`src/rtl/resonator_dds_div_34s_16ns_18_seq_if.sv`:
```
// Start/done handshake bundle for the resonator_dds sequential divider.
interface resonator_dds_div_34s_16ns_18_seq_if #(
    parameter int unsigned DIVIDEND_WIDTH = 34,
    parameter int unsigned DIVISOR_WIDTH  = 16,
    parameter int unsigned QUOTIENT_WIDTH = 18
);
    logic                             start;
    logic signed [DIVIDEND_WIDTH-1:0] din0;
    logic        [DIVISOR_WIDTH-1:0]  din1;
    logic                             ready;
    logic                             done;
    logic signed [QUOTIENT_WIDTH-1:0] dout;
    logic signed [DIVISOR_WIDTH:0]    rem;
    logic                             ovf;
    logic                             div0;

    modport master (
        output start, din0, din1,
        input  ready, done, dout, rem, ovf, div0
    );

    modport slave (
        input  start, din0, din1,
        output ready, done, dout, rem, ovf, div0
    );
endinterface

```
`src/rtl/resonator_dds_div_34s_16ns_18_seq.sv`:
```
// Restoring radix-2 divider: signed 34b / unsigned 16b -> saturated signed 18b quotient, 35-cycle
// fixed latency. Define RESONATOR_DDS_DIV_ROUND_EN for round-half-away-from-zero quotients.
module resonator_dds_div_34s_16ns_18_seq #(
    parameter int unsigned DIVIDEND_WIDTH = 34,
    parameter int unsigned DIVISOR_WIDTH  = 16,
    parameter int unsigned QUOTIENT_WIDTH = 18
) (
    input logic clk,
    input logic reset,
    input logic ce,
    resonator_dds_div_34s_16ns_18_seq_if.slave bus
);
    localparam int unsigned RW = DIVISOR_WIDTH + 1;
    localparam int unsigned MW = DIVIDEND_WIDTH + 1;
    localparam int unsigned CW = $clog2(DIVIDEND_WIDTH + 1);

    localparam logic [MW-1:0] PosLim = MW'((64'd1 << (QUOTIENT_WIDTH - 1)) - 64'd1);
    localparam logic [MW-1:0] NegLim = MW'(64'd1 << (QUOTIENT_WIDTH - 1));
    localparam logic signed [QUOTIENT_WIDTH-1:0] QMax = {1'b0, {(QUOTIENT_WIDTH-1){1'b1}}};
    localparam logic signed [QUOTIENT_WIDTH-1:0] QMin = {1'b1, {(QUOTIENT_WIDTH-1){1'b0}}};

    typedef enum logic [1:0] {StIdle, StCalc, StFin} state_e;

    state_e state_q, state_d;

    logic [CW-1:0]             cnt_q, cnt_d;
    logic                      neg_q, neg_d;
    logic [DIVIDEND_WIDTH-1:0] quo_q, quo_d;
    logic [DIVISOR_WIDTH-1:0]  dvs_q, dvs_d;
    logic [RW-1:0]             prem_q, prem_d;

    logic                             done_q, done_d;
    logic signed [QUOTIENT_WIDTH-1:0] dout_q, dout_d;
    logic signed [RW-1:0]             rem_q, rem_d;
    logic                             ovf_q, ovf_d;
    logic                             div0_q, div0_d;

    logic [RW-1:0]                    shifted;
    logic                             qbit;
    logic                             round_inc;
    logic [MW-1:0]                    mag;
    logic signed [QUOTIENT_WIDTH-1:0] q_sat;
    logic                             q_ovf;
    logic signed [RW-1:0]             rem_sgn;

    // FSM: state register
    always_ff @(posedge clk) begin
        if (reset) begin
            state_q <= StIdle;
        end else if (ce) begin
            state_q <= state_d;
        end
    end

    // FSM: next state (ce gating lives in the registers)
    always_comb begin
        state_d = state_q;
        unique case (state_q)
            StIdle:  if (bus.start) state_d = StCalc;
            StCalc:  if (cnt_q == CW'(DIVIDEND_WIDTH - 1)) state_d = StFin;
            StFin:   state_d = StIdle;
            default: state_d = StIdle;
        endcase
    end

    // FSM: outputs
    always_comb begin
        bus.ready = (state_q == StIdle);
        bus.done  = done_q;
        bus.dout  = dout_q;
        bus.rem   = rem_q;
        bus.ovf   = ovf_q;
        bus.div0  = div0_q;
    end

    // Sign application and saturation of the finished magnitude
    always_comb begin
`ifdef RESONATOR_DDS_DIV_ROUND_EN
        round_inc = (dvs_q != '0) && ({prem_q, 1'b0} >= {2'b00, dvs_q});
`else
        round_inc = 1'b0;
`endif
        mag   = {1'b0, quo_q} + MW'(round_inc);
        q_ovf = 1'b0;
        if (dvs_q == '0) begin
            q_sat = neg_q ? QMin : QMax;
        end else if (neg_q) begin
            if (mag > NegLim) begin
                q_sat = QMin;
                q_ovf = 1'b1;
            end else begin
                q_sat = -$signed(mag[QUOTIENT_WIDTH-1:0]);
            end
        end else begin
            if (mag > PosLim) begin
                q_sat = QMax;
                q_ovf = 1'b1;
            end else begin
                q_sat = $signed(mag[QUOTIENT_WIDTH-1:0]);
            end
        end
        if (dvs_q == '0) begin
            rem_sgn = '0;
        end else if (neg_q) begin
            rem_sgn = -$signed(prem_q);
        end else begin
            rem_sgn = $signed(prem_q);
        end
    end

    // Datapath next state; quo_q shifts dividend bits out and quotient bits in
    always_comb begin
        cnt_d   = cnt_q;
        neg_d   = neg_q;
        quo_d   = quo_q;
        dvs_d   = dvs_q;
        prem_d  = prem_q;
        done_d  = 1'b0;
        dout_d  = dout_q;
        rem_d   = rem_q;
        ovf_d   = ovf_q;
        div0_d  = div0_q;
        shifted = {prem_q[RW-2:0], quo_q[DIVIDEND_WIDTH-1]};
        qbit    = (shifted >= {1'b0, dvs_q});
        unique case (state_q)
            StIdle: begin
                if (bus.start) begin
                    neg_d  = bus.din0[DIVIDEND_WIDTH-1];
                    quo_d  = bus.din0[DIVIDEND_WIDTH-1] ? -bus.din0 : bus.din0;
                    dvs_d  = bus.din1;
                    prem_d = '0;
                    cnt_d  = '0;
                end
            end
            StCalc: begin
                prem_d = qbit ? (shifted - {1'b0, dvs_q}) : shifted;
                quo_d  = {quo_q[DIVIDEND_WIDTH-2:0], qbit};
                cnt_d  = cnt_q + CW'(1);
            end
            StFin: begin
                done_d = 1'b1;
                dout_d = q_sat;
                rem_d  = rem_sgn;
                ovf_d  = q_ovf;
                div0_d = (dvs_q == '0);
            end
            default: ;
        endcase
    end

    always_ff @(posedge clk) begin
        if (reset) begin
            cnt_q  <= '0;
            neg_q  <= 1'b0;
            quo_q  <= '0;
            dvs_q  <= '0;
            prem_q <= '0;
            done_q <= 1'b0;
            dout_q <= '0;
            rem_q  <= '0;
            ovf_q  <= 1'b0;
            div0_q <= 1'b0;
        end else if (ce) begin
            cnt_q  <= cnt_d;
            neg_q  <= neg_d;
            quo_q  <= quo_d;
            dvs_q  <= dvs_d;
            prem_q <= prem_d;
            done_q <= done_d;
            dout_q <= dout_d;
            rem_q  <= rem_d;
            ovf_q  <= ovf_d;
            div0_q <= div0_d;
        end
    end
endmodule

```
`src/flat_wrapper.sv`:
```
// flat-port wrapper written by rule: the top's interface ports become plain ports
module resonator_dds_div_34s_16ns_18_seq_flat 
#(
    parameter int unsigned DIVIDEND_WIDTH = 34,
    parameter int unsigned DIVISOR_WIDTH  = 16,
    parameter int unsigned QUOTIENT_WIDTH = 18
)
  (clk, reset, ce, bus_start, bus_din0, bus_din1, bus_ready, bus_done, bus_dout, bus_rem, bus_ovf, bus_div0);
  resonator_dds_div_34s_16ns_18_seq_if #(.DIVIDEND_WIDTH(DIVIDEND_WIDTH), .DIVISOR_WIDTH(DIVISOR_WIDTH), .QUOTIENT_WIDTH(QUOTIENT_WIDTH)) bus_i ();
  input logic clk;
  input logic reset;
  input logic ce;
  input wire logic [$bits(bus_i.start)-1:0] bus_start;
  input wire logic [$bits(bus_i.din0)-1:0] bus_din0;
  input wire logic [$bits(bus_i.din1)-1:0] bus_din1;
  output wire logic [$bits(bus_i.ready)-1:0] bus_ready;
  output wire logic [$bits(bus_i.done)-1:0] bus_done;
  output wire logic [$bits(bus_i.dout)-1:0] bus_dout;
  output wire logic [$bits(bus_i.rem)-1:0] bus_rem;
  output wire logic [$bits(bus_i.ovf)-1:0] bus_ovf;
  output wire logic [$bits(bus_i.div0)-1:0] bus_div0;
  assign bus_i.start = bus_start;
  assign bus_i.din0 = bus_din0;
  assign bus_i.din1 = bus_din1;
  assign bus_ready = bus_i.ready;
  assign bus_done = bus_i.done;
  assign bus_dout = bus_i.dout;
  assign bus_rem = bus_i.rem;
  assign bus_ovf = bus_i.ovf;
  assign bus_div0 = bus_i.div0;
  resonator_dds_div_34s_16ns_18_seq #(.DIVIDEND_WIDTH(DIVIDEND_WIDTH), .DIVISOR_WIDTH(DIVISOR_WIDTH), .QUOTIENT_WIDTH(QUOTIENT_WIDTH)) u_core (.clk(clk), .reset(reset), .ce(ce), .bus(bus_i));
endmodule
```
`config.mk`:
```
export PLATFORM = sky130hd
export DESIGN_NAME = resonator_dds_div_34s_16ns_18_seq_flat
export DESIGN_NICKNAME = d
export VERILOG_FILES = /design/src/rtl/resonator_dds_div_34s_16ns_18_seq_if.sv /design/src/rtl/resonator_dds_div_34s_16ns_18_seq.sv /design/src/flat_wrapper.sv
export SDC_FILE = /design/constraint.sdc
export NUM_CORES = 1
export LEC_CHECK = 0
export CAP_MARGIN = 30
export CORE_MARGIN = 10
export CORE_UTILIZATION = 55
export CTS_CLUSTER_SIZE = 30
export DETAILED_ROUTE_END_ITERATION = 8
export GPL_ROUTABILITY_DRIVEN = 1
export PLACE_DENSITY = 0.89
export SLEW_MARGIN = 10
export SYNTH_ARGS = -nofsm -noshare
export SYNTH_HDL_FRONTEND = slang
export SYNTH_SLANG_ARGS = --single-unit
```
`constraint.sdc`:
```
create_clock -name clk -period 6.6 [get_ports clk]
set_input_delay 1.65 -clock clk [delete_from_list [all_inputs] [get_ports clk]]
set_output_delay 1.65 -clock clk [all_outputs]
set_load 0.05 [all_outputs]
```
# ---- After elaboration in Yosys (flattened, before gate mapping)
# Index checks and enable logic that the tools add are counted.
dict set report word_totals {
  regBits 114
  in_bits 54
  output_inout_bits 39
  wordCells 54
}
dict set report op_classes {
  addsub 5
  n_lt_le_gt_ge 3
  eq_ne 5
  n_mux 23
  reduce_logical 7
}
# cell n
set ops {}
lappend ops {{18-bit 2-to-1 mux} 5}
lappend ops {{17-bit 2-to-1 mux} 4}
lappend ops {{34-bit 2-to-1 mux} 2}
lappend ops {{34-bit one-hot mux with 2 select lines} 1}
lappend ops {{34-bit by 17-bit greater-than comparator with 1-bit output (second input constant)} 1}
lappend ops {{34-bit by 18-bit greater-than comparator with 1-bit output (second input constant)} 1}
lappend ops {{34-bit negation} 1}
lappend ops {{17-bit one-hot mux with 2 select lines} 1}
lappend ops {{18-bit negation} 1}
lappend ops {{17-bit by 16-bit greater-or-equal comparator with 1-bit output} 1}
lappend ops {{17-bit negation} 1}
lappend ops {{17-bit by 16-bit subtractor with 17-bit output} 1}
lappend ops {{16-bit logical NOT} 1}
lappend ops {{6-bit one-hot mux with 2 select lines} 1}
lappend ops {{3-bit AND reduction} 3}
lappend ops {{6-bit by 1-bit adder with 6-bit output (second input constant)} 1}
lappend ops {{6-bit equality test (second input constant)} 1}
lappend ops {{6-bit 2-to-1 mux} 1}
lappend ops {{1-bit 2-to-1 mux} 5}
lappend ops {{2-bit 2-to-1 mux} 2}
lappend ops {{2-bit one-hot mux with 2 select lines} 1}
lappend ops {{2-bit by 1-bit equality test with 1-bit output (second input constant)} 1}
lappend ops {{2-bit equality test (second input constant)} 1}
lappend ops {{2-bit logical NOT} 1}
lappend ops {{other kinds (4)} 4}

# ---- Depth between registers and ports, before layout
# Gate-level depths: netlist of run 1.
dict set report logic_depth {
  depth_word 4
  mapped_depth 10
  ltp_nobuf 10
}

# ---- Worst setup path after synthesis of run 1
# OpenSTA, ideal clock, no wires.
dict set report synth_timing {
  path_kind {input-to-reg}
  startpoint {in bus_din0[4]}
  endpoint {reg u_core.quo_q[24]}
  setup_ns 0.070
  arrival_ns 3.516
  t_required_ns 6.530
  path_slack_ns 3.014
  stages 8
  path_buffers 2
  cell_sequence {or4_1 -> buf_2 -> or3_4 -> buf_6 -> o41ai_2 -> xnor2_1 -> o221ai_1 -> a21oi_1}
}
dict set report synth_between {
  elab_chain_cells 4
}
# element line_no
set synth_lines {}
lappend synth_lines {{start, declared} flat_wrapper.sv:14} ;# input wire logic [$bits(bus_i.din0)-1:0] bus_din0;
lappend synth_lines {{34-bit negation} resonator_dds_div_34s_16ns_18_seq.sv:129} ;# quo_d = bus.din0[DIVIDEND_WIDTH-1] ? -bus.din0 : bus.din0;
lappend synth_lines {{34-bit 2-to-1 mux} resonator_dds_div_34s_16ns_18_seq.sv:129}
lappend synth_lines {{34-bit 2-to-1 mux} resonator_dds_div_34s_16ns_18_seq.sv:127} ;# if (bus.start) begin
lappend synth_lines {{34-bit one-hot mux with 2 select lines} resonator_dds_div_34s_16ns_18_seq.sv:125} ;# unique case (state_q)
lappend synth_lines {{end signal, assigned} resonator_dds_div_34s_16ns_18_seq.sv:166} ;# quo_q <= quo_d;
lappend synth_lines {{end, declared} resonator_dds_div_34s_16ns_18_seq.sv:28} ;# logic [DIVIDEND_WIDTH-1:0] quo_q, quo_d;
# No other way between the ends. The select of a mux whose other input is x is not followed.
# A chain may end at the register's enable or synchronous reset.

# ---- Worst setup path after layout of run 1
dict set report layout_timing {
  startpoint {in ce}
  endpoint {reg u_core.dout_q[15] (netlist: u_core.bus.dout[15])}
}
dict set report layout_between {
  elab_chain_cells 1
}
# element line_no
set layout_lines {}
lappend layout_lines {{start, declared} flat_wrapper.sv:12} ;# input logic ce;
lappend layout_lines {{2-bit AND reduction (no line)} n/a}
lappend layout_lines {{end signal, assigned} resonator_dds_div_34s_16ns_18_seq.sv:170} ;# dout_q <= dout_d;
lappend layout_lines {{end, declared} resonator_dds_div_34s_16ns_18_seq.sv:33} ;# logic signed [QUOTIENT_WIDTH-1:0] dout_q, dout_d;
# No other way between the ends.

==> impl_summary.md, run 1 <==
Finish
After filler insertion, the fill cell instance count of the layout stands at 1002. The finished layout holds 1181 standard cells, fillers aside. From synthesis to final layout, the design area changed by 21.9%. Of the cells placed in the final design, the portion with a size suffix greater than 1 is 0.0614. The net count reported at finish is 1072. 0 antenna diodes ended up in the layout.

Die
For this configuration, the core starts out at a cell density of 0.568. In this run the vertical extent of the chip is 135 µm. The area of the die is 18100 µm². The number of cell rows is 41. The chip width is 135 µm. The number of top-level pins is 93. The core region is 12700 µm².

Clock network
The CTS tree is yes. The number of buffers created by CTS is 17. The clock net in this run drives a total of 114 sinks. After clock tree synthesis, the repair step resized 0 gates.

The clock network latency to the later pin of the worst-skew pair is 0.42 ns. The clock-pin slew on the worst setup and hold paths is 0.05 ns. The CTS root buffer is sky130_fd_sc_hd__clkbuf_16. The depth of the CTS H-tree is 4. The count of hold buffers inserted by post-cts repair is 0.

After clock tree synthesis, the setup repair step added 0 buffers. The clock passes through at most 2 buffers.

Detailed routing
The number of remaining DRC errors is 0. The detail route stage leaves a number of antenna-violating nets equal to 0. In the final routed layout, each cell accounts on average for 17.6 µm.

The first TritonRoute pass finished after 6 iterations. The post-detailed-route via-to-cell ratio is 6.36. The DRC marker count from the first detailed-route iteration is 850. Wires add up to 20800 µm. For this block, the via count after detailed routing is 7513.

Timing
Setup repair after global routing left no endpoint under its margin. The worst slew margin relative to its limit is 0.340. The final number of setup-violating endpoints is 0.

The ratio of final minimum period to clock period is 0.622. The max-slew violation count is 0. The fmax is 244 MHz. The slew at the pin with the worst max-slew slack is 0.989 ns. The final-report hold violation count is 0. The worst-case clock skew is 0.00683 ns. The shortest period the worst path allows is 4.11 ns. Setup total negative slack on the finished layout was measured at 0 ns.

Placement
The count of buffers added on input and output ports is 92. The HPWL reported at the end of detailed placement is 14900 µm. The number of placed instances, taps included, is 1148.

The routability congestion estimate from global placement is 0.936.

Global routing
In the global route stage, overall resource usage came out at 0.226. The overflow left after global routing is 0. The number of global-route vias before repair was 6972. The maximum number of pins on one net before global-route repair is 66.

The initial antenna violation count is 0. The first-pass GRT wire length is 34700 µm.

Worst hold path
Counting instances, the worst hold path has a depth of 2. For hold timing, the worst endpoint is u_core.bus.rem[7]. The min-delay analysis places its worst path in the category reg2reg. The launch instance of the worst min-delay path is u_core.bus.rem[7].

Setup path
STA classifies the critical path startpoint as an input port. Measured in cells, the most critical reg-to-reg path has a length of 7. The kind of capture point of the worst setup path is a register. STA puts the critical path data required time at 6.95 ns. The startpoint identified for the worst register-to-register timing path is u_core.prem_q[3].

The worst register-to-register path has a setup slack of 3.43 ns. The highest net fanout along the worst path is 24. Data on the critical path arrives at its endpoint at 4.46 ns. The path type of the worst setup path is in2reg.

The endpoint identified for the worst register-to-register timing path is u_core.prem_q[0].

Pwr
The relative contribution of the clock network to total power is 0.393. The share of total power dissipated in combinational logic is 0.269. For this design the total switching power over the nets is 0.000749 W. Of the total power, the share spent switching nets is 0.329. The internal power component is 0.00153 W.

The share of total power dissipated in sequential elements is 0.339. Power spread over the standard cell area amounts to 258 nW/µm². The worst voltage drop across the vdd grid is 0.000212 V. The leakage power is 3.12 nW.

Synth
The number of distinct library cells after synthesis is 68. Synthesis produced a netlist with a net count of 1010. Counting flops and latches in the post-synthesis netlist gives 114.

The sequential fraction of the synthesis area is 0.316. Dividing the synthesized area by the synthesized cell count gives 7.74 µm². The fraction of registers with async set/reset is 0. The synthesized design contains 0 enable-type register cells.

The cell area that synthesis handed to floorplanning was 7230 µm². The cell count after synthesis is 934. Among all flip-flop cells after synthesis, the most frequent one is sky130_fd_sc_hd__dfxtp_1. The total of warnings raised by yosys is 0.

Flow run
Max-cap violations in this run came to 0.

Run status
The run finished with clean final reports.
power groups by stage:
stage / clock [W] / combinational, W / sequential [W]
4_1_cts: 0.000895 / 0.000594 / 0.000768
3_3_place_gp: 0 / 0.000572 / 0.000781
2_1_floorplan: 0 / 0.000446 / 0.000761
3_5_place_dp: 0 / 0.000585 / 0.000782
5_1_grt: 0.000928 / 0.000671 / 0.000774
6_report: 0.000893 / 0.000611 / 0.000771
routing by layer:
layer,global-route usage,wire length (µm),vias to the layer above
met5,0,0,-
met4,0.0695,358,0
met3,0.0590,1900,36
met2,0.361,9720,376
met1,0.292,8840,3508
li1,-,-,3593
cell families (layout without fill, tap and decap cells):
| kind of cell | Yosys count | in the layout | synth area share |
|---|---|---|---|
| AND/OR/NAND/NOR | 354 | 354 | 0.234 |
| AO/OA/AOI/OAI | 278 | 278 | 0.278 |
| flip-flops | 114 | 114 | 0.316 |
| buffers and inverters | 101 | 176 | 0.0537 |
| XOR/XNOR | 62 | 62 | 0.0751 |
| adder cells (fa/ha/maj) | 22 | 22 | 0.0391 |
| multiplexers | 3 | 3 | 0.00415 |
how the worst max path moves through the flow:
stage	start	endpoint	slack [ns]	cells past startpoint
5_1_grt	ce	u_core.bus.dout[15]	2.27	6
4_1_cts	ce	u_core.bus.dout[15]	2.56	6
6_report	ce	u_core.bus.dout[15]	2.49	6
3_3_place_gp	ce	u_core.bus.dout[4]	2.26	6
3_5_place_dp	ce	u_core.bus.dout[1]	2.17	6
2_1_floorplan	bus_din0[4]	u_core.quo_q[24]	3.01	8
area by class of cell:
cell class / count / area [µm²] / share of cell area
clock buffers: 22 / 464 / 0.0527
clock inverters: 10 / 109 / 0.0123
inverters: 41 / 154 / 0.0175
multi-input cells: 719 / 4570 / 0.518
flip-flops and latches: 114 / 2280 / 0.259
well taps: 172 / 215 / 0.0244
repair buffers: 103 / 1020 / 0.116
state kept, by name, summed over array words and instances (netlist names):
name             cells
u_core.bus.div0      1
u_core.bus.done      1
u_core.bus.dout     18
u_core.bus.ovf       1
u_core.bus.rem      17
u_core.cnt_q         6
u_core.dvs_q        16
u_core.neg_q         1
u_core.prem_q       17
u_core.quo_q        34
u_core.state_q       2
stage by stage:
stage	power, W	cell area [µm²]	setup WS, ns	hold WS, ns	utilization
2_1_floorplan	0.00121	7230	3.01	0.431	-
3_3_place_gp	0.00135	8200	2.26	0.452	0.645
3_5_place_dp	0.00137	8220	2.17	0.452	0.646
4_1_cts	0.00226	8790	2.56	0.460	0.691
5_1_grt	0.00237	8820	2.27	0.484	0.693
6_report	0.00227	8820	2.49	0.461	0.693
critical path: stages:
cell                              delay [ns]
sky130_fd_sc_hd__clkdlybuf4s50_1        0.58
sky130_fd_sc_hd__nand3_1                0.66
sky130_fd_sc_hd__nor2_1                 0.61
sky130_fd_sc_hd__nor4b_2                0.66
sky130_fd_sc_hd__a222oi_1               0.17
sky130_fd_sc_hd__nor2_1                 0.12
Yosys cell counts (10+ instances only):
cell                         n  area share
sky130_fd_sc_hd__xnor2_1    49       0.059
sky130_fd_sc_hd__xor2_1     13       0.016
sky130_fd_sc_hd__nor4_1     15       0.013
sky130_fd_sc_hd__dfxtp_1   114        0.32
sky130_fd_sc_hd__o211ai_1   13       0.013
sky130_fd_sc_hd__nand2_1   134       0.070
sky130_fd_sc_hd__o21ai_0    23       0.016
sky130_fd_sc_hd__nand2b_1   12       0.010
sky130_fd_sc_hd__a221oi_1   12       0.015
sky130_fd_sc_hd__nor2_1     69       0.036
sky130_fd_sc_hd__nor3_1     44       0.030
sky130_fd_sc_hd__a22o_1     10       0.012
sky130_fd_sc_hd__o221ai_1   30       0.036
sky130_fd_sc_hd__clkbuf_1   56       0.029
sky130_fd_sc_hd__ha_1       21       0.036
sky130_fd_sc_hd__inv_1      40       0.021
sky130_fd_sc_hd__a21oi_1    80       0.055
sky130_fd_sc_hd__nand4_1    13       0.011
sky130_fd_sc_hd__nand3_1    17       0.012
sky130_fd_sc_hd__o41ai_1    10       0.012
sky130_fd_sc_hd__o31ai_1    20       0.021
placed cells by master, fill, tap and decap left out, types with 5 or more instances in the layout:
cell type and n:
sky130_fd_sc_hd__o31ai_1 20, sky130_fd_sc_hd__o221ai_1 30, sky130_fd_sc_hd__nor2_1 68, sky130_fd_sc_hd__nand2_1 134
sky130_fd_sc_hd__a221oi_1 12, sky130_fd_sc_hd__o41ai_2 7, sky130_fd_sc_hd__o41ai_1 10, sky130_fd_sc_hd__xor2_1 13
sky130_fd_sc_hd__buf_4 11, sky130_fd_sc_hd__nand2b_1 12, sky130_fd_sc_hd__nor3_1 43, sky130_fd_sc_hd__or3_1 6
sky130_fd_sc_hd__a221o_1 5, sky130_fd_sc_hd__a21o_1 7, sky130_fd_sc_hd__nand4_1 13, sky130_fd_sc_hd__a211oi_1 6
sky130_fd_sc_hd__xnor2_1 49, sky130_fd_sc_hd__or4_1 7, sky130_fd_sc_hd__o31a_1 6, sky130_fd_sc_hd__a22oi_1 7
sky130_fd_sc_hd__nand3_1 17, sky130_fd_sc_hd__clkbuf_16 17, sky130_fd_sc_hd__nor2b_1 7, sky130_fd_sc_hd__clkdlybuf4s50_1 91
sky130_fd_sc_hd__clkinv_2 5, sky130_fd_sc_hd__or2_2 5, sky130_fd_sc_hd__a31oi_1 5, sky130_fd_sc_hd__a22o_1 10
sky130_fd_sc_hd__o21ai_0 23, sky130_fd_sc_hd__inv_1 40, sky130_fd_sc_hd__nor4_1 15, sky130_fd_sc_hd__ha_1 21
sky130_fd_sc_hd__o21ai_1 6, sky130_fd_sc_hd__dfxtp_1 114, sky130_fd_sc_hd__a21oi_1 80, sky130_fd_sc_hd__o211ai_1 13
Power figures use the tool's default switching activity.
==> inputs of run 2 (changes only) <==
==> constraint.sdc (replaced) <==
create_clock -name clk -period 4 [get_ports clk]
set_input_delay 1 -clock clk [delete_from_list [all_inputs] [get_ports clk]]
set_output_delay 1 -clock clk [all_outputs]
set_load 0.05 [all_outputs]
==> run 2 against run 1 <==
  * Final cell count increased by 0.76%
  * Sequential share of layout area decreased by 0.15 points
  * Largest cell class unchanged
  * Clock skew increased by 0.0036 ns
  * Sequential cell count unchanged
==> impl_summary.md, run 2 (synthesis results as in run 1) <==
Placement
The routability congestion estimate from global placement is 0.940 (+0.47%). The placement-stage cell area is 8290 µm² (+0.91%). The HPWL reported at the end of detailed placement was 15100 µm (+0.88%). The count of port buffers added during placement was 92 (unchanged).

Run status
The run finished with clean final reports.

Detailed routing
The detailed-route wire length per cell came to 17.3 µm (-2.1%). The total number of vias is 7560 (+0.63%). The wire length reported by the detailed router is 20500 µm (-1.4%).

The remaining antenna violation count is 0 (unchanged). The number of remaining DRC errors came to 0 (unchanged). The post-detailed-route via-to-cell ratio is 6.35 (-0.14%). The first-pass detailed-route iteration total is 6 (unchanged). The DRC marker count from the first detailed-route iteration is 816 (-4.0%).

Global routing
The overall track demand over capacity in global routing came to 0.225 (-0.00175). The first-pass GRT wire length is 34200 µm (-1.3%). The number of global-route vias before repair is 7058 (+1.2%).

The overflow left after global routing is 0 (unchanged). The initial antenna violation count is 0 (unchanged). The maximum number of pins on one net before global-route repair came to 72 (+9.1%).

Timing
The final-report hold violation count is 0 (unchanged). The final number of setup-violating endpoints is 0 (unchanged). The ratio of final minimum period to clock period is 0.802. Counting I/O delays and the setup requirement, the final critical path takes 3.21 ns. The max-slew violation count is 0 (unchanged). The final-layout setup total negative slack is 0 ns (unchanged). The worst slew margin relative to its limit is 0.370 (+0.0295). Static timing analysis puts the maximum clock frequency at 312 MHz. The slew at the pin with the worst max-slew slack was 0.946 ns (-0.0429 ns). Setup repair after global routing left no endpoint under its margin.

The worst-case clock skew is 0.0104 ns (+0.00361 ns).

Setup path
The critical path required time is 4.31 ns (-2.64 ns). The worst setup path is of the in2reg kind. The delay of the slowest cell on the worst path is 0.65 ns (about the same). Among all stages on the critical path, the largest delay is contributed by sky130_fd_sc_hd__or4_1. The worst path arrival time is 3.52 ns (-0.94 ns). The setup slack of the most critical reg-to-reg path was 0.91 ns (-2.52 ns).

STA classifies the critical path endpoint as a register. The count of buffering cells on the critical path with inverters included was 1 (unchanged). The signal on the critical path passes through clkdlybuf4s50_1 > or4_1 > or3_4 > nor3_1 > mux2i_1 > a21oi_1 > o41ai_1. The type of origin of the critical path is an input port. The highest net fanout along the worst path is 11 (-54%). The kind of cell with the highest combined delay along the critical path is simple AND/OR/NAND/NOR gates.

Die
The chip width was 135 µm (unchanged). The starting utilization of the core area is 0.568 (unchanged). The area of the die came to 18100 µm² (unchanged). The vertical die dimension is 135 µm (unchanged). The number of top-level pins came to 93 (unchanged). The placeable core region was 12700 µm² (unchanged).

The number of cell rows was 41 (unchanged).

Flow run
The count of maximum capacitance violations is 0 (unchanged).

Clock network
The number of buffers created by CTS is 17 (unchanged). The depth of the CTS H-tree is 4 (unchanged). The clock network latency to the later pin of the worst-skew pair was 0.42 ns (about the same). The clock-pin slew on the worst setup and hold paths is 0.05 ns (about the same).

The maximum clock path buffer count was 2 (unchanged). The CTS tree is yes. The root buffer cell chosen for the clock tree is sky130_fd_sc_hd__clkbuf_16.

The count of hold buffers inserted by post-cts repair was 0 (unchanged). The clock net sink count is 114 (unchanged). The buffers inserted during post-CTS setup optimization is 0 (unchanged). The post-cts sizing count is 0 (unchanged).

Finish
The number of flip-flops under the largest register name was 34 (unchanged). The most common cell after layout, fill and taps aside is sky130_fd_sc_hd__nand2_1. The fraction of layout instances using a drive strength above 1 is 0.0727 (+0.0112). The fill cell instance count of the final layout is 1039 (+3.7%). The net count reported at finish is 1081 (+0.84%).

In the layout the commonest cells are sky130_fd_sc_hd__nand2_1 (134), sky130_fd_sc_hd__dfxtp_1 (114), sky130_fd_sc_hd__clkdlybuf4s50_1 (91). The area growth from synthesis to layout is 22.7%. The antenna diode instance count is 0 (unchanged). The largest register by flop count is u_core.quo_q. The final non-filler cell area is 8870 µm² (+0.60%).

Pwr
The leakage power is 3.16 nW (+1.2%). The sum of internal, switching and leakage power is 0.00375 W (+65%). The power per cell area is 423 nW/µm² (+64%). The worst voltage drop across the vdd grid is 0.000272 V (+28%).

Worst hold path
The worst hold-check path type is reg2reg.
-- run 2: cell types whose count changed in the layout (fill, tap and decap cells not counted), sizes merged --
cell	before	now
clkbuf	22	18
buf	12	21
clkinv	7	9
inv	40	41
clkinvlp	2	3
-- run 2: path summary, 6_finish.rpt --
path                                           from                   to  depth (start not counted)
worst max-delay path                    bus_din0[4]     u_core.quo_q[28]                          7
worst min-delay path            u_core.bus.dout[17]  u_core.bus.dout[17]                          2
worst max register to register     u_core.dvs_q[15]     u_core.prem_q[0]                          7
worst min register to register  u_core.bus.dout[17]  u_core.bus.dout[17]                          2
-- run 2: worst min-delay path: cells and delay by family, from the launching register on --
family             cells  cell delay (ns)
DFF                    1             0.31
and+or+nand+nor        1             0.05
AOI/OAI and AO/OA      1             0.05
-- run 2: metal layers --
metal  vias to the layer above  routed length (µm)  GRT usage
li1                       3600                   -          -
met1                      3552                8940      0.290
met2                       360                9460      0.349
met3                        48                1680     0.0586
met4                         0                 454     0.0883
met5                         -                   0          0
-- run 2: area by class of cell --
class	instances	area (µm²)	share of cell area
clock inverters	14	139	0.0157
repair buffers	112	1070	0.120
well taps	172	215	0.0243
flip-flops and latches	114	2280	0.257
inverters	41	154	0.0174
clock buffers	18	439	0.0495
multi-input cells	719	4570	0.515
-- run 2: stage by stage --
step / setup WS (ns) / utilization / cells / hold WS [ns]
floorplan: 1.06 / - / 934 / 0.431
global placement: 0.433 / 0.652 / 1158 / 0.444
detailed placement: 0.339 / 0.652 / 1158 / 0.456
CTS: 0.780 / 0.697 / 1190 / 0.463
global route: 0.618 / 0.697 / 1190 / 0.487
finish: 0.793 / 0.697 / 1190 / 0.462
-- run 2: power by group --
part / internal [W] / total, W / switching, W
Sequential: 0.00119 / 0.00127 / 0.0000820
Clock: 0.000926 / 0.00146 / 0.000539
Combinational: 0.000391 / 0.00102 / 0.000624
Total: 0.00251 / 0.00375 / 0.00124
==> inputs of run 3 (changes only) <==
--- a/config.mk
+++ b/config.mk
@@ -7,11 +7,11 @@
 export LEC_CHECK = 0
 export CAP_MARGIN = 30
 export CORE_MARGIN = 10
-export CORE_UTILIZATION = 55
+export CORE_UTILIZATION = 51
 export CTS_CLUSTER_SIZE = 30
 export DETAILED_ROUTE_END_ITERATION = 8
 export GPL_ROUTABILITY_DRIVEN = 1
-export PLACE_DENSITY = 0.89
+export PLACE_DENSITY = 0.87
 export SLEW_MARGIN = 10
 export SYNTH_ARGS = -nofsm -noshare
 export SYNTH_HDL_FRONTEND = slang
==> constraint.sdc (replaced) <==
create_clock -name clk -period 2.6 [get_ports clk]
set_input_delay 0.65 -clock clk [delete_from_list [all_inputs] [get_ports clk]]
set_output_delay 0.65 -clock clk [all_outputs]
set_load 0.05 [all_outputs]
==> run 3 against run 2 <==
  * Worst hold slack worse by 0.010 ns
  * Die area up 6.7%
  * Final cell count up 7.1%
  * Critical path depth up 1
  * Non-clock buffer count up 77
  * Combinational power up 75%
  * Clock power up 53%
  * Register-to-register slack worse by 0.84 ns
  * Power up 59%
  * Sequential share of layout area down 1.9 points
  * Setup slack worse by 0.75 ns
  * Critical path type unchanged
  * Largest cell class unchanged
  * Highest routed layer unchanged
==> impl_summary.md, run 3 (synthesis results as in run 1) <==
Flow run
The count of maximum capacitance violations is 0 (unchanged).

Die
The number of cell rows was 43 (+4.9%). The starting utilization of the core area is 0.521 (-0.0474). The vertical die dimension is 139 µm (+3.3%).

The placeable core region was 13900 µm² (+9.1%). The chip width came to 139 µm (+3.3%). The area of the die came to 19300 µm² (+6.7%). The number of top-level pins was 93 (unchanged).

Timing
The fmax is 392 MHz. The max-slew violation count is 0 (unchanged). The shortest period the worst path allows is 2.55 ns. The ratio of final minimum period to clock period is 0.982. The final-report hold violation count is 0 (unchanged). The worst-case clock skew was 0.00792 ns (-0.00251 ns).

The worst slew margin relative to its limit was 0.550 (+0.181). Setup repair after global routing could not meet its margin everywhere. The final number of setup-violating endpoints is 0 (unchanged). The final-layout setup total negative slack is 0 ns (unchanged). The slew at the pin with the worst max-slew slack was 0.670 ns (-0.275 ns).

Pwr
The share of power burned in combinational logic is 0.300 (+0.029). The leakage power is 3.61 nW (+14%). The net switching power figure was 0.00201 W (+62%). The internal power component came to 0.00393 W (+57%).

The relative contribution of the clock network to total power came to 0.375 (-0.016). The power per cell area came to 621 nW/µm² (+47%). The worst voltage drop across the vdd grid is 0.000466 V (+72%). The sequential group share of total power is 0.325 (-0.014). The net switching share of the total power is 0.339 (+0.00658).

Clock network
The number of buffers created by CTS is 17 (unchanged). The clock network latency to the later pin of the worst-skew pair is 0.42 ns (about the same). The maximum clock path buffer count is 2 (unchanged).

The CTS tree is yes. The clock-pin slew on the worst setup and hold paths came to 0.06 ns (about the same). The CTS root buffer is sky130_fd_sc_hd__clkbuf_16. The depth of the CTS H-tree is 4 (unchanged). The count of hold buffers inserted by post-cts repair is 0 (unchanged). The clock net sink count is 114 (unchanged).

Global routing
The number of global-route vias before repair is 7527 (+6.6%). The overflow left after global routing was 0 (unchanged). The first-pass GRT wire length came to 37000 µm (+8.1%). The overall track demand over capacity in global routing is 0.222 (-0.00210). The maximum number of pins on one net before global-route repair is 60 (-17%).

The initial antenna violation count is 0 (unchanged).

Setup path
The highest net fanout along the worst path is 6 (-5). The delay of the slowest cell on the worst path was 0.50 ns (-0.15 ns). The kind of capture point of the worst setup path is a register. The slowest stage cell on the critical path is sky130_fd_sc_hd__or4_4. The signal on the critical path passes through clkdlybuf4s50_1 > or4_4 > or3_4 > buf_12 > o41ai_2 > xnor2_1 > o221ai_1 > a21oi_1.

The path type of the worst setup path is in2reg. The critical path required time is 2.95 ns (-1.36 ns). The launching element of the worst setup path is bus_din0[2]. The startpoint identified for the worst register-to-register timing path is u_core.dvs_q[0]. The worst setup path is launched from an input port. The worst path arrival time is 2.90 ns (-0.62 ns).

Detailed routing
The first-pass detailed-route iteration total is 6 (unchanged). The detailed-route wire length per cell is 18.0 µm (+4.5%). The wire length reported by the detailed router is 23000 µm (+12%). The remaining antenna violation count came to 0 (unchanged).

The DRC marker count from the first detailed-route iteration is 740 (-9.3%). The total number of vias is 7978 (+5.5%). The number of remaining DRC errors is 0 (unchanged).

The post-detailed-route via-to-cell ratio is 6.26 (-1.5%).

Placement
The count of port buffers added during placement was 92 (unchanged). The placement-stage cell area was 8870 µm² (+7.0%). The routability congestion estimate from global placement is 0.955 (+1.6%). The instance count after placement with tap cells included is 1240 (+7.1%). The HPWL reported at the end of detailed placement was 16500 µm (+9.6%).

Finish
The antenna diode instance count was 0 (unchanged). The fill cell instance count of the final layout is 1073 (+3.3%). The top cell types in the final layout, fill and taps aside, are sky130_fd_sc_hd__nand2_1 (134), sky130_fd_sc_hd__dfxtp_1 (113), sky130_fd_sc_hd__buf_4 (93). The combined area of the multi-input logic cells came to 4650 µm² (+1.8%). The final non-filler cell area is 9570 µm² (+7.9%). The fraction of layout instances using a drive strength above 1 came to 0.147 (+0.0743). The utilization of the core after routing is 0.689 (-0.00762). The count of non-filler cells in the finished layout was 1275 (+7.1%). The area used by sequential logic in the layout is 2280 µm² (about the same). The area growth from synthesis to final layout is 32.4%. The number of flip-flops under the largest register name came to 34 (unchanged).

The most common cell after layout, fill and taps aside is sky130_fd_sc_hd__nand2_1. The net count reported at finish is 1158 (+7.1%). The largest register by flop count is u_core.quo_q.

Worst hold path
The worst hold path begins at u_core.bus.dout[17]. The tightest min-delay check is of the reg2reg type.

Run status
The run finished with clean final reports.
[run 3: cell types whose count changed in the layout (fill, tap and decap cells not counted), sizes merged]
cell           before  now
clkdlybuf4s50      91   86
clkinv              9    6
buf                21   97
bufinv              2    1
clkinvlp            3    5
dlymetal6s2s        0    5
clkbuf             18   21
[run 3: per-layer routing]
| metal | up-vias | part of all wire | GRT usage |
|---|---|---|---|
| met5 | - | 0 | 0 |
| met4 | 0 | 0.025 | 0.0829 |
| met3 | 65 | 0.090 | 0.0558 |
| met2 | 426 | 0.48 | 0.361 |
| met1 | 3720 | 0.41 | 0.277 |
| li1 | 3767 | - | - |
[run 3: critical path: cells and delay by family]
kind / cells / cell delay, ns
and+or+nand+nor: 2 / 0.88
xor gates and xnor gates: 1 / 0.17
AOI/OAI and AO/OA: 3 / 0.62
buffers and inverters: 2 / 0.57
[run 3: cell type report]
type	instances	share of cell area
clock buffer	20	0.0477
clock inverter	12	0.0114
inverter	41	0.0161
multi-input combinational	719	0.486
sequential	114	0.239
tap	180	0.0235
timing repair buffer	189	0.176
[run 3: path summary, 6_finish.rpt]
kind / cells past startpoint / endpoint / slack (ns)
setup / recovery: 8 / u_core.quo_q[32] / 0.05
hold / removal: 2 / u_core.bus.dout[17] / 0.45
setup reg to reg: 7 / u_core.bus.dout[16] / 0.07
hold reg to reg: 2 / u_core.bus.dout[17] / 0.45
[run 3: per-stage QoR]
step	total power, W	setup WS, ns	hold slack, ns
6_report	0.00595	0.0477	0.452
2_1_floorplan	0.00306	0.0135	0.431
3_5_place_dp	0.00363	-0.509	0.447
3_3_place_gp	0.00360	-0.425	0.448
5_1_grt	0.00618	-0.0422	0.495
4_1_cts	0.00586	0.00117	0.454
[run 3: repair_timing]
item / in CTS / in global routing
setup endpoints to repair: 4 / 23
pin swaps: 2 / 11
buffers inserted: 0 / 1
gates resized for setup: 2 / 23
cloned: 0 / 0
[run 3: power groups by stage]
stage          Sequential, W  Clock, W  Combinational, W
2_1_floorplan        0.00193         0           0.00113
3_3_place_gp         0.00195         0           0.00164
3_5_place_dp         0.00196         0           0.00168
4_1_cts              0.00192   0.00223           0.00170
5_1_grt              0.00194   0.00231           0.00194
6_report             0.00193   0.00223           0.00178
